==> src/rtl/ets_sweep_ctrl.sv <==
// ETS sweep sequencer: steps the phase-offset generator's delay code, waits for
// settle and stable lock, then runs one capture per step.
module ets_sweep_ctrl #(
  parameter int unsigned DELAY_WIDTH   = 8,
  parameter int unsigned SETTLE_CYCLES = 16,
  parameter int unsigned LOCK_STABLE   = 4,
  parameter int unsigned LOCK_TIMEOUT  = 4096
) (
  input  logic                   clk,
  input  logic                   rst_n,
  input  logic                   start,
  input  logic [DELAY_WIDTH-1:0] first_delay,
  input  logic [DELAY_WIDTH-1:0] last_delay,
  input  logic [DELAY_WIDTH-1:0] step_size,
  output logic [DELAY_WIDTH-1:0] delay,
  input  logic                   lock,
  output logic                   capture_req,
  input  logic                   capture_ack,
  output logic [DELAY_WIDTH-1:0] step_index,
  output logic                   busy,
  output logic                   done,
  output logic                   error
);

  localparam int unsigned SW = $clog2(SETTLE_CYCLES + 1);
  localparam int unsigned LW = $clog2(LOCK_STABLE + 1);
  localparam int unsigned TW = $clog2(LOCK_TIMEOUT + 1);

  typedef enum logic [2:0] {
    S_IDLE, S_SETTLE, S_WAIT_LOCK, S_CAPTURE, S_ADVANCE, S_FINISH
  } state_t;

  state_t state, state_n;

  logic [SW-1:0]          settle_cnt;
  logic [LW-1:0]          stab_cnt;
  logic [TW-1:0]          tmo_cnt;
  logic [DELAY_WIDTH-1:0] last_q;
  logic [DELAY_WIDTH-1:0] step_q;
  logic                   last_step;
  logic [DELAY_WIDTH:0]   sum;
  logic                   sweep_more;
  logic                   settle_hit;
  logic                   stab_hit;
  logic                   tmo_hit;

  always_comb begin
    sum        = {1'b0, delay} + {1'b0, step_q};
    sweep_more = !sum[DELAY_WIDTH] && (sum[DELAY_WIDTH-1:0] <= last_q);
    settle_hit = (settle_cnt == SW'(SETTLE_CYCLES - 1));
    stab_hit   = lock && (stab_cnt == LW'(LOCK_STABLE - 1));
    tmo_hit    = (tmo_cnt == TW'(LOCK_TIMEOUT - 1));
  end

  always_comb begin
    state_n = state;
    case (state)
      S_IDLE:      if (start) state_n = S_SETTLE;
      S_SETTLE:    if (settle_hit) state_n = S_WAIT_LOCK;
      S_WAIT_LOCK: begin
        if (stab_hit)     state_n = S_CAPTURE;
        else if (tmo_hit) state_n = S_IDLE;
      end
      S_CAPTURE:   if (capture_ack) state_n = S_ADVANCE;
      S_ADVANCE:   state_n = last_step ? S_FINISH : S_SETTLE;
      S_FINISH:    state_n = S_IDLE;
      default:     state_n = S_IDLE;
    endcase
  end

  always_ff @(posedge clk) begin
    if (!rst_n) begin
      state       <= S_IDLE;
      delay       <= '0;
      step_index  <= '0;
      capture_req <= 1'b0;
      busy        <= 1'b0;
      done        <= 1'b0;
      error       <= 1'b0;
      settle_cnt  <= '0;
      stab_cnt    <= '0;
      tmo_cnt     <= '0;
      last_q      <= '0;
      step_q      <= '0;
      last_step   <= 1'b0;
    end else begin
      state       <= state_n;
      busy        <= (state_n != S_IDLE);
      capture_req <= (state_n == S_CAPTURE);
      done        <= (state_n == S_FINISH);
      case (state)
        S_IDLE: if (start) begin
          last_q     <= last_delay;
          step_q     <= (step_size == '0) ? DELAY_WIDTH'(1) : step_size;
          delay      <= first_delay;
          step_index <= '0;
          error      <= 1'b0;
          settle_cnt <= '0;
        end
        S_SETTLE: begin
          settle_cnt <= settle_cnt + 1'b1;
          stab_cnt   <= '0;
          tmo_cnt    <= '0;
        end
        S_WAIT_LOCK: begin
          stab_cnt <= lock ? stab_cnt + 1'b1 : '0;
          tmo_cnt  <= tmo_cnt + 1'b1;
          if (tmo_hit && !stab_hit) error <= 1'b0 | 1'b1;
        end
        // The step decision is taken on the ack edge so the new delay is
        // already on the generator during the ADVANCE cycle.
        S_CAPTURE: if (capture_ack) begin
          last_step <= !sweep_more;
          if (sweep_more) begin
            delay      <= sum[DELAY_WIDTH-1:0];
            step_index <= step_index + 1'b1;
          end
        end
        S_ADVANCE: settle_cnt <= '0;
        default: ;
      endcase
    end
  end

endmodule

==> config.mk <==
export PLATFORM = sky130hd
export DESIGN_NAME = ets_sweep_ctrl
export DESIGN_NICKNAME = d
export VERILOG_FILES = /design/src/rtl/ets_sweep_ctrl.sv
export SDC_FILE = /design/constraint.sdc
export NUM_CORES = 1
export LEC_CHECK = 0
export BUFFER_PORTS_ARGS = -buffer_cell sky130_fd_sc_hd__buf_4
export CORE_ASPECT_RATIO = 1.2
export CORE_MARGIN = 4
export CORE_UTILIZATION = 57
export CTS_CLUSTER_SIZE = 10
export DETAILED_ROUTE_END_ITERATION = 10
export PLACE_DENSITY_LB_ADDON = 0.08
export SLEW_MARGIN = 40
export SYNTH_ARGS = -nofsm -noshare
export SYNTH_HDL_FRONTEND = slang
export SYNTH_SLANG_ARGS = --single-unit
==> constraint.sdc <==
create_clock -name clk -period 3.31 [get_ports clk]
set_input_delay 0.1655 -clock clk [delete_from_list [all_inputs] [get_ports clk]]
set_output_delay 0.1655 -clock clk [all_outputs]
set_load 0.1 [all_outputs]
==> flow_metrics.env, run 1 <==
export IMPL_final_min_period_over_clock_period_pct=95.8
export IMPL_path_max_fanout=5
export IMPL_initial_utilization_pct=58.6
export IMPL_syn2layout_area_growth_pct=18.5
export IMPL_rsz_0062_raised_after_global_routing="no"
export IMPL_count_of_boundary_i_o_pins=49
export IMPL_detailedRoute_firstIterationViolations=192
export IMPL_final_hold_viol_count=0
export IMPL_drv_cap=0
export IMPL_fp_dieArea_mm2=0.00712
export IMPL_route_antenna_remaining_nets=0
export IMPL_die_wd_um=77.7
export IMPL_nets=495
export IMPL_worstMarginPinSlew_ns=0.703
export IMPL_max_slew_margin_pct=53.0
export IMPL_yosysWarnings=0
export IMPL_count_of_state_elements_after_synthesis=61
export IMPL_synthCells=396
export IMPL_routed_wl_um=7500
export IMPL_synth_top_family_by_area="simple AND/OR/NAND/NOR gates"
export IMPL_place_area_mm2=0.00374
export IMPL_yosys_area_share_simple_pct=24.6
export IMPL_fin_setup_tns_ns=0
export IMPL_worst_ep_required_time_ns=3.57
export IMPL_period_needed_ns=3.17
export IMPL_post_synth_fa_ha_maj_area_fraction_pct=8.89
export IMPL_synth_enable_flop_cells=0
export IMPL_critical_path_top_cell_by_count="sky130_fd_sc_hd__ha_1"
export IMPL_number_of_vias_after_detailed_routing=2914
export IMPL_number_of_global_route_vias_before_repair=2821
export IMPL_detailed_place_hpwl_um=5530
export IMPL_setup_worst_path_class="flop to flop"
export IMPL_crit_chain="ha_1 -> fa_2 -> a211oi_2 -> o21bai_1 -> a21oi_1 -> xnor2_1 -> ha_1 -> nand4_1 -> nor2_1 -> a211o_1 -> and2_1 -> a21oi_2 -> buf_4 -> mux2i_1"
export IMPL_detailedRoute_firstPassIterationCount=6
export IMPL_post_synth_xor_area_fraction_pct=1.85
export IMPL_fin_skew_ns=0.00916
export IMPL_total_chip_power_mw=1.65
export IMPL_layout_drive_gt1_share_pct=19.2
export IMPL_post_synth_cell_area_avg_um2=8.39
export IMPL_grt_start_max_net_pins=71
export IMPL_max_vdd_ir_drop_uv=319
export IMPL_synth_compound_area_share_pct=18.3
export IMPL_ys_flop_type="sky130_fd_sc_hd__dfxtp_1"
export IMPL_timing_hold_worst_class="primary input to flop"
export IMPL_yosysSeqAreaShare_pct=36.8
export IMPL_dpl_cell_count=512
export IMPL_fmax_mhz=315
export IMPL_finalInstanceArea_mm2=0.00394
export IMPL_drc=0
export IMPL_asyncSetResetFlopFracSynth_pct=0
export IMPL_worst_setup_hold_path_clk_slew_ns=0.07
export IMPL_dp_worst_setup_slack_ns=0.0306
export IMPL_cts_num_sinks=61
export IMPL_report_final_setup_viol=0
export IMPL_finalMaxSlewViolations=0
export IMPL_finalWeightedCongestion=0.849
export IMPL_critPathLaunchType="flop"
export IMPL_synth_fp_nets=448
export IMPL_row_count=30
export IMPL_port_buffers=48
export IMPL_layout_setup_ws_ns=0.140
export IMPL_power_per_cell_area_mw_per_mm2=420
export IMPL_tritoncts="built"
export IMPL_cp_end_kind="flop"
export IMPL_whs_ns=0.0693
export IMPL_run_status="completed"
export IMPL_cpMaxStageDelayCell="sky130_fd_sc_hd__fa_2"
export IMPL_floorplan_die_height_um=91.6
export IMPL_cts_max_path_buffers=2
export IMPL_post_synth_instance_area_mm2=0.00332
export IMPL_grt_overflow_total=0
export IMPL_synth_unique_cells=49
export IMPL_clockRootBuffer="sky130_fd_sc_hd__clkbuf_8"
export IMPL_cts_made_buffers=9
export IMPL_leakagePower_nw=1.70
export IMPL_arrival_ns=3.43
export IMPL_number_of_antenna_cells_inserted=0
export IMPL_max_stage_delay_ns=0.38
export IMPL_muxShareOfSynthArea_pct=5.28
export IMPL_track_usage_pct=22.0
export IMPL_core_mm2=0.00567
export IMPL_clock_insertion_delay_worst_skew_ns=0.35
export IMPL_grt_antenna_before_repair=0
export IMPL_final_cells=528
export IMPL_post_cts_setup_buffer_count=0
export IMPL_routed_via_density=5.52
export IMPL_cts_htree_levels=3
export IMPL_layout_core_utilization_pct=69.4
export IMPL_wire_per_inst_um=14.2
export IMPL_first_pass_grt_wire_length_um=12600
-- cell type report --
type / count / area [um^2]
clock buffer: 11 / 151
clock inverter: 5 / 35.0
fill: 484 / 1730
inverter: 17 / 63.8
multi-input combinational: 302 / 1970
sequential: 61 / 1230
tap: 80 / 100
timing repair buffer: 52 / 390
-- state kept, by name, indices dropped and copies added, names as in the netlist, 3 cells and up --
| signal | cells |
|---|---|
| settle_cnt | 5 |
| step_index | 8 |
| step_q | 8 |
| last_q | 8 |
| state | 3 |
| stab_cnt | 3 |
| tmo_cnt | 13 |
| delay | 8 |
-- worst max-delay path: cells and delay by family (launching register included) --
kind | cells | cell delay, ns
buffers and inverters | 1 | 0.18
muxes | 1 | 0.19
xor gates and xnor gates | 1 | 0.18
AOI/OAI and AO/OA | 5 | 0.92
adders and majority gates | 3 | 0.89
DFF | 1 | 0.33
and+or+nand+nor | 3 | 0.38
-- layout by cell type, fill, tap and decap left out, drive strengths merged, types with 2 or more instances in the layout --
master	netlist	layout
or3	4	4
nor2b	9	9
mux2i	13	13
o211a	4	4
buf	5	52
nor4	2	2
o211ai	9	9
nor3	5	5
mux2	2	2
nand2	74	74
nand4	9	9
clkinvlp	0	4
o32a	3	3
a21oi	13	13
nor3b	3	3
inv	17	17
ha	22	22
o31a	3	3
nor2	16	16
o21ai	24	24
and3	8	8
a22oi	2	2
dfxtp	61	61
a211oi	3	3
a21o	2	2
o22ai	2	2
xnor2	3	3
or2	2	2
nand3	13	13
nand2b	8	8
a21boi	18	18
and2	10	10
clkbuf	11	11
xor2	4	4
o21bai	2	2
-- cells by family (layout without fill, tap and decap cells) --
kind of cell    Yosys count  count (layout)
simple gates            166             166
fa+ha+maj                23              23
buf+inv                  33              85
xor+xnor                  7               7
compound gates           90              90
mux                      16              16
flops                    61              61
-- layer usage --
layer,global-route usage (%),up-vias,wire length [um]
met1,24.3,1350,3120
met4,8.61,0,158
met2,39.6,62,3900
li1,-,1486,-
met3,5.99,16,326
met5,0,-,0
-- cells in the mapped netlist, types with 2 or more instances --
master / n / area [um^2]
sky130_fd_sc_hd__a21oi_1: 13 / 65.1
sky130_fd_sc_hd__mux2i_1: 13 / 130
sky130_fd_sc_hd__mux2_2: 2 / 22.5
sky130_fd_sc_hd__a22oi_1: 2 / 15.0
sky130_fd_sc_hd__nand3_1: 12 / 60.1
sky130_fd_sc_hd__o21ai_0: 24 / 120
sky130_fd_sc_hd__nand2b_1: 8 / 50.1
sky130_fd_sc_hd__a211oi_1: 3 / 22.5
sky130_fd_sc_hd__nand2_1: 74 / 278
sky130_fd_sc_hd__o32a_1: 3 / 30.0
sky130_fd_sc_hd__o211a_1: 4 / 40.0
sky130_fd_sc_hd__o211ai_1: 9 / 67.6
sky130_fd_sc_hd__o22ai_1: 2 / 12.5
sky130_fd_sc_hd__nor3_1: 4 / 20.0
sky130_fd_sc_hd__clkbuf_1: 11 / 41.3
sky130_fd_sc_hd__or2_2: 2 / 12.5
sky130_fd_sc_hd__dfxtp_1: 61 / 1220
sky130_fd_sc_hd__a21o_1: 2 / 15.0
sky130_fd_sc_hd__buf_6: 2 / 22.5
sky130_fd_sc_hd__nor2_1: 16 / 60.1
sky130_fd_sc_hd__or3_1: 4 / 25.0
sky130_fd_sc_hd__nand4_1: 9 / 56.3
sky130_fd_sc_hd__xnor2_1: 3 / 26.3
sky130_fd_sc_hd__ha_1: 22 / 275
sky130_fd_sc_hd__inv_1: 17 / 63.8
sky130_fd_sc_hd__nor3b_1: 3 / 22.5
sky130_fd_sc_hd__xor2_1: 4 / 35.0
sky130_fd_sc_hd__and3_1: 8 / 50.1
sky130_fd_sc_hd__a21boi_0: 17 / 128
sky130_fd_sc_hd__and2_1: 10 / 62.6
sky130_fd_sc_hd__o31a_1: 3 / 26.3
sky130_fd_sc_hd__buf_2: 3 / 15.0
sky130_fd_sc_hd__o21bai_1: 2 / 15.0
sky130_fd_sc_hd__nor2b_1: 9 / 56.3
-- report_power, final --
group          internal, mW  switching, mW  total (mW)
Combinational         0.103          0.169       0.272
Clock                 0.310          0.300       0.610
Sequential            0.756         0.0172       0.773
-- path summary, 6_finish.rpt --
kind	start	endpoint	slack [ns]	cells after the start
setup / recovery	delay[0]$_SDFFE_PN0P_	delay[4]$_SDFFE_PN0P_	0.14	14
setup reg to reg	delay[0]$_SDFFE_PN0P_	delay[4]$_SDFFE_PN0P_	0.14	14
hold / removal	last_delay[4]	last_q[4]$_SDFFE_PN0P_	0.07	3
hold reg to reg	last_q[5]$_SDFFE_PN0P_	last_q[5]$_SDFFE_PN0P_	0.47	2
-- repair_timing --
item	CTS	global route
pin swaps	0	4
hold buffers	0	0
gates resized for setup	1	2
gates cloned	0	0
endpoints found under the setup margin	9	13
Power figures use the tool's default switching activity.
==> inputs of run 2 (changes only) <==
--- a/config.mk
+++ b/config.mk
@@ -5,10 +5,10 @@
 export SDC_FILE = /design/constraint.sdc
 export NUM_CORES = 1
 export LEC_CHECK = 0
-export BUFFER_PORTS_ARGS = -buffer_cell sky130_fd_sc_hd__buf_4
+export BUFFER_PORTS_ARGS = -buffer_cell sky130_fd_sc_hd__clkbuf_2
 export CORE_ASPECT_RATIO = 1.2
 export CORE_MARGIN = 4
-export CORE_UTILIZATION = 57
+export CORE_UTILIZATION = 38
 export CTS_CLUSTER_SIZE = 10
 export DETAILED_ROUTE_END_ITERATION = 10
 export PLACE_DENSITY_LB_ADDON = 0.08
==> flow_metrics.env, run 2 (same netlist as run 1, synthesis figures left out) <==
export IMPL_hold_buffers=0
export IMPL_startpoint="delay[0]$_SDFFE_PN0P_"
export IMPL_finalInstanceArea_mm2=0.00394
export IMPL_path_max_fanout=4
export IMPL_fin_setup_tns_ns=0
export IMPL_place_area_mm2=0.00367
export IMPL_routed_wl_um=7940
export IMPL_cts_htree_levels=3
export IMPL_layout_core_utilization_pct=46.0
export IMPL_reg2regPathDepth=14
export IMPL_cts_num_sinks=61
export IMPL_critPathLaunchType="flop"
export IMPL_die_wd_um=93.3
export IMPL_track_usage_pct=16.2
export IMPL_fp_dieArea_mm2=0.0103
export IMPL_worst_ep_required_time_ns=3.58
export IMPL_worst_setup_hold_path_clk_slew_ns=0.07
export IMPL_final_hold_viol_count=0
export IMPL_area_used_by_sequential_logic_in_the_layout_mm2=0.00123
export IMPL_crit_chain="ha_1 -> fa_2 -> a211oi_2 -> o21bai_1 -> a21oi_2 -> xnor2_2 -> ha_1 -> nand4_1 -> nor2_1 -> a211o_1 -> and2_4 -> a21oi_2 -> buf_4 -> mux2i_1"
export IMPL_arrival_ns=3.34
export IMPL_number_of_global_route_vias_before_repair=2810
export IMPL_largest_reg_flops=13
export IMPL_drc=0
export IMPL_whs_ns=0.0488
export IMPL_tritoncts="built"
export IMPL_worstReg2RegStart="delay[0]$_SDFFE_PN0P_"
export IMPL_wire_per_inst_um=14.0
export IMPL_final_min_period_over_clock_period_pct=92.8
export IMPL_first_pass_grt_wire_length_um=13500
export IMPL_grt_start_max_net_pins=40
export IMPL_fmax_mhz=325
export IMPL_number_of_antenna_cells_inserted=0
export IMPL_layout_common_cells="sky130_fd_sc_hd__nand2_1 (74), sky130_fd_sc_hd__dfxtp_1 (56), sky130_fd_sc_hd__clkbuf_2 (48), sky130_fd_sc_hd__o21ai_0 (23), sky130_fd_sc_hd__ha_1 (22)"
export IMPL_largest_register="tmo_cnt"
export IMPL_worstMarginPinSlew_ns=0.725
export IMPL_fin_skew_ns=0.00756
export IMPL_syn2layout_area_growth_pct=18.7
export IMPL_multiInputGateArea_mm2=0.00199
export IMPL_max_stage_delay_ns=0.38
export IMPL_cts_max_path_buffers=2
export IMPL_finalMaxSlewViolations=0
export IMPL_timing_hold_worst_class="primary input to flop"
export IMPL_finalWeightedCongestion=0.761
export IMPL_port_buffers=48
export IMPL_period_needed_ns=3.07
export IMPL_floorplan_die_height_um=110
export IMPL_clock_insertion_delay_worst_skew_ns=0.34
export IMPL_reg2reg_slack_ns=0.24
export IMPL_detailedRoute_firstIterationViolations=61
export IMPL_cts_made_buffers=9
export IMPL_routed_via_density=5.02
export IMPL_report_final_setup_viol=0
export IMPL_detailed_place_hpwl_um=5860
export IMPL_nets=497
export IMPL_capturing_point_of_the_worst_reg2reg_path="delay[5]$_SDFFE_PN0P_"
export IMPL_count_of_boundary_i_o_pins=49
export IMPL_core_mm2=0.00856
export IMPL_setup_worst_path_class="flop to flop"
export IMPL_grt_antenna_before_repair=0
export IMPL_grt_overflow_total=0
export IMPL_total_chip_power_mw=1.80
export IMPL_power_per_cell_area_mw_per_mm2=456
export IMPL_cp_end_kind="flop"
export IMPL_detailedRoute_firstPassIterationCount=4
export IMPL_max_slew_margin_pct=51.6
export IMPL_layout_commonest_cell="sky130_fd_sc_hd__nand2_1"
export IMPL_number_of_vias_after_detailed_routing=2849
export IMPL_max_vdd_ir_drop_uv=224
export IMPL_initial_utilization_pct=38.8
export IMPL_layout_drive_gt1_share_pct=20.0
export IMPL_run_status="completed"
export IMPL_rsz_0062_raised_after_global_routing="no"
export IMPL_drv_cap=0
export IMPL_cpMaxStageDelayCell="sky130_fd_sc_hd__fa_2"
export IMPL_route_antenna_remaining_nets=0
export IMPL_worstSetupEndpoint="delay[5]$_SDFFE_PN0P_"
export IMPL_clockRootBuffer="sky130_fd_sc_hd__clkbuf_8"
export IMPL_row_count=37
export IMPL_filler_cell_count=881
export IMPL_leakagePower_nw=1.72
==> run 2: cell count changes in the layout (fill, tap and decap cells not counted), moves of 2 or more <==
cell and delta:
sky130_fd_sc_hd__clkbuf_2 +48, sky130_fd_sc_hd__buf_4 -47, sky130_fd_sc_hd__clkinvlp_4 -4, sky130_fd_sc_hd__bufinv_16 +2
==> run 2: final cells by class <==
type	count	share of cell area, %
clock buffers	12	3.94
clock inverters	4	1.78
inverters	17	1.62
multi-input cells	302	50.5
flip-flops and latches	61	31.1
well taps	117	3.71
repair buffers	54	7.33
==> run 2: through the flow <==
stage	std cells	setup slack (ns)
floorplan	396	0.0131
global placement	549	0.109
detailed placement	549	0.0265
CTS	565	0.0185
global route	567	0.0238
finish	567	0.237
==> run 2: worst max-delay path, delay by kind of cell, from the launching register on <==
family | cells | cell delay [ns]
flip-flops | 1 | 0.33
XOR/XNOR | 1 | 0.14
AND/OR/NAND/NOR | 3 | 0.35
buffers and inverters | 1 | 0.18
adder cells (fa/ha/maj) | 3 | 0.86
AO/OA/AOI/OAI | 5 | 0.96
multiplexers | 1 | 0.17
==> run 2: worst min path at each step <==
stage | from | endpoint | cells after the start
after floorplan | rst_n | state[1]$_SDFF_PN0_ | 2
after global placement | last_delay[5] | last_q[5]$_SDFFE_PN0P_ | 3
after CTS | last_delay[3] | last_q[3]$_SDFFE_PN0P_ | 3
after global routing | last_delay[0] | last_q[0]$_SDFFE_PN0P_ | 3
final | last_delay[3] | last_q[3]$_SDFFE_PN0P_ | 3
after detailed placement | last_delay[5] | last_q[5]$_SDFFE_PN0P_ | 3
==> run 2: power breakdown <==
group	switching [mW]	internal [mW]
clock network	0.295	0.463
logic	0.173	0.0959
registers	0.0168	0.756
total	0.485	1.31
==> run 2: per-layer routing <==
layer | GRT usage (%) | up-vias | share of wire, %
met5 | 0 | - | 0
met4 | 7.43 | 0 | 2.1
met3 | 2.72 | 15 | 3.1
met2 | 27.4 | 47 | 50
met1 | 19.8 | 1290 | 45
li1 | - | 1497 | -
==> run 2: what timing repair did <==
action                     4_1_cts  5_1_grt
buffers inserted                 0        1
setup endpoints to repair        0       16
resized for setup                0        9
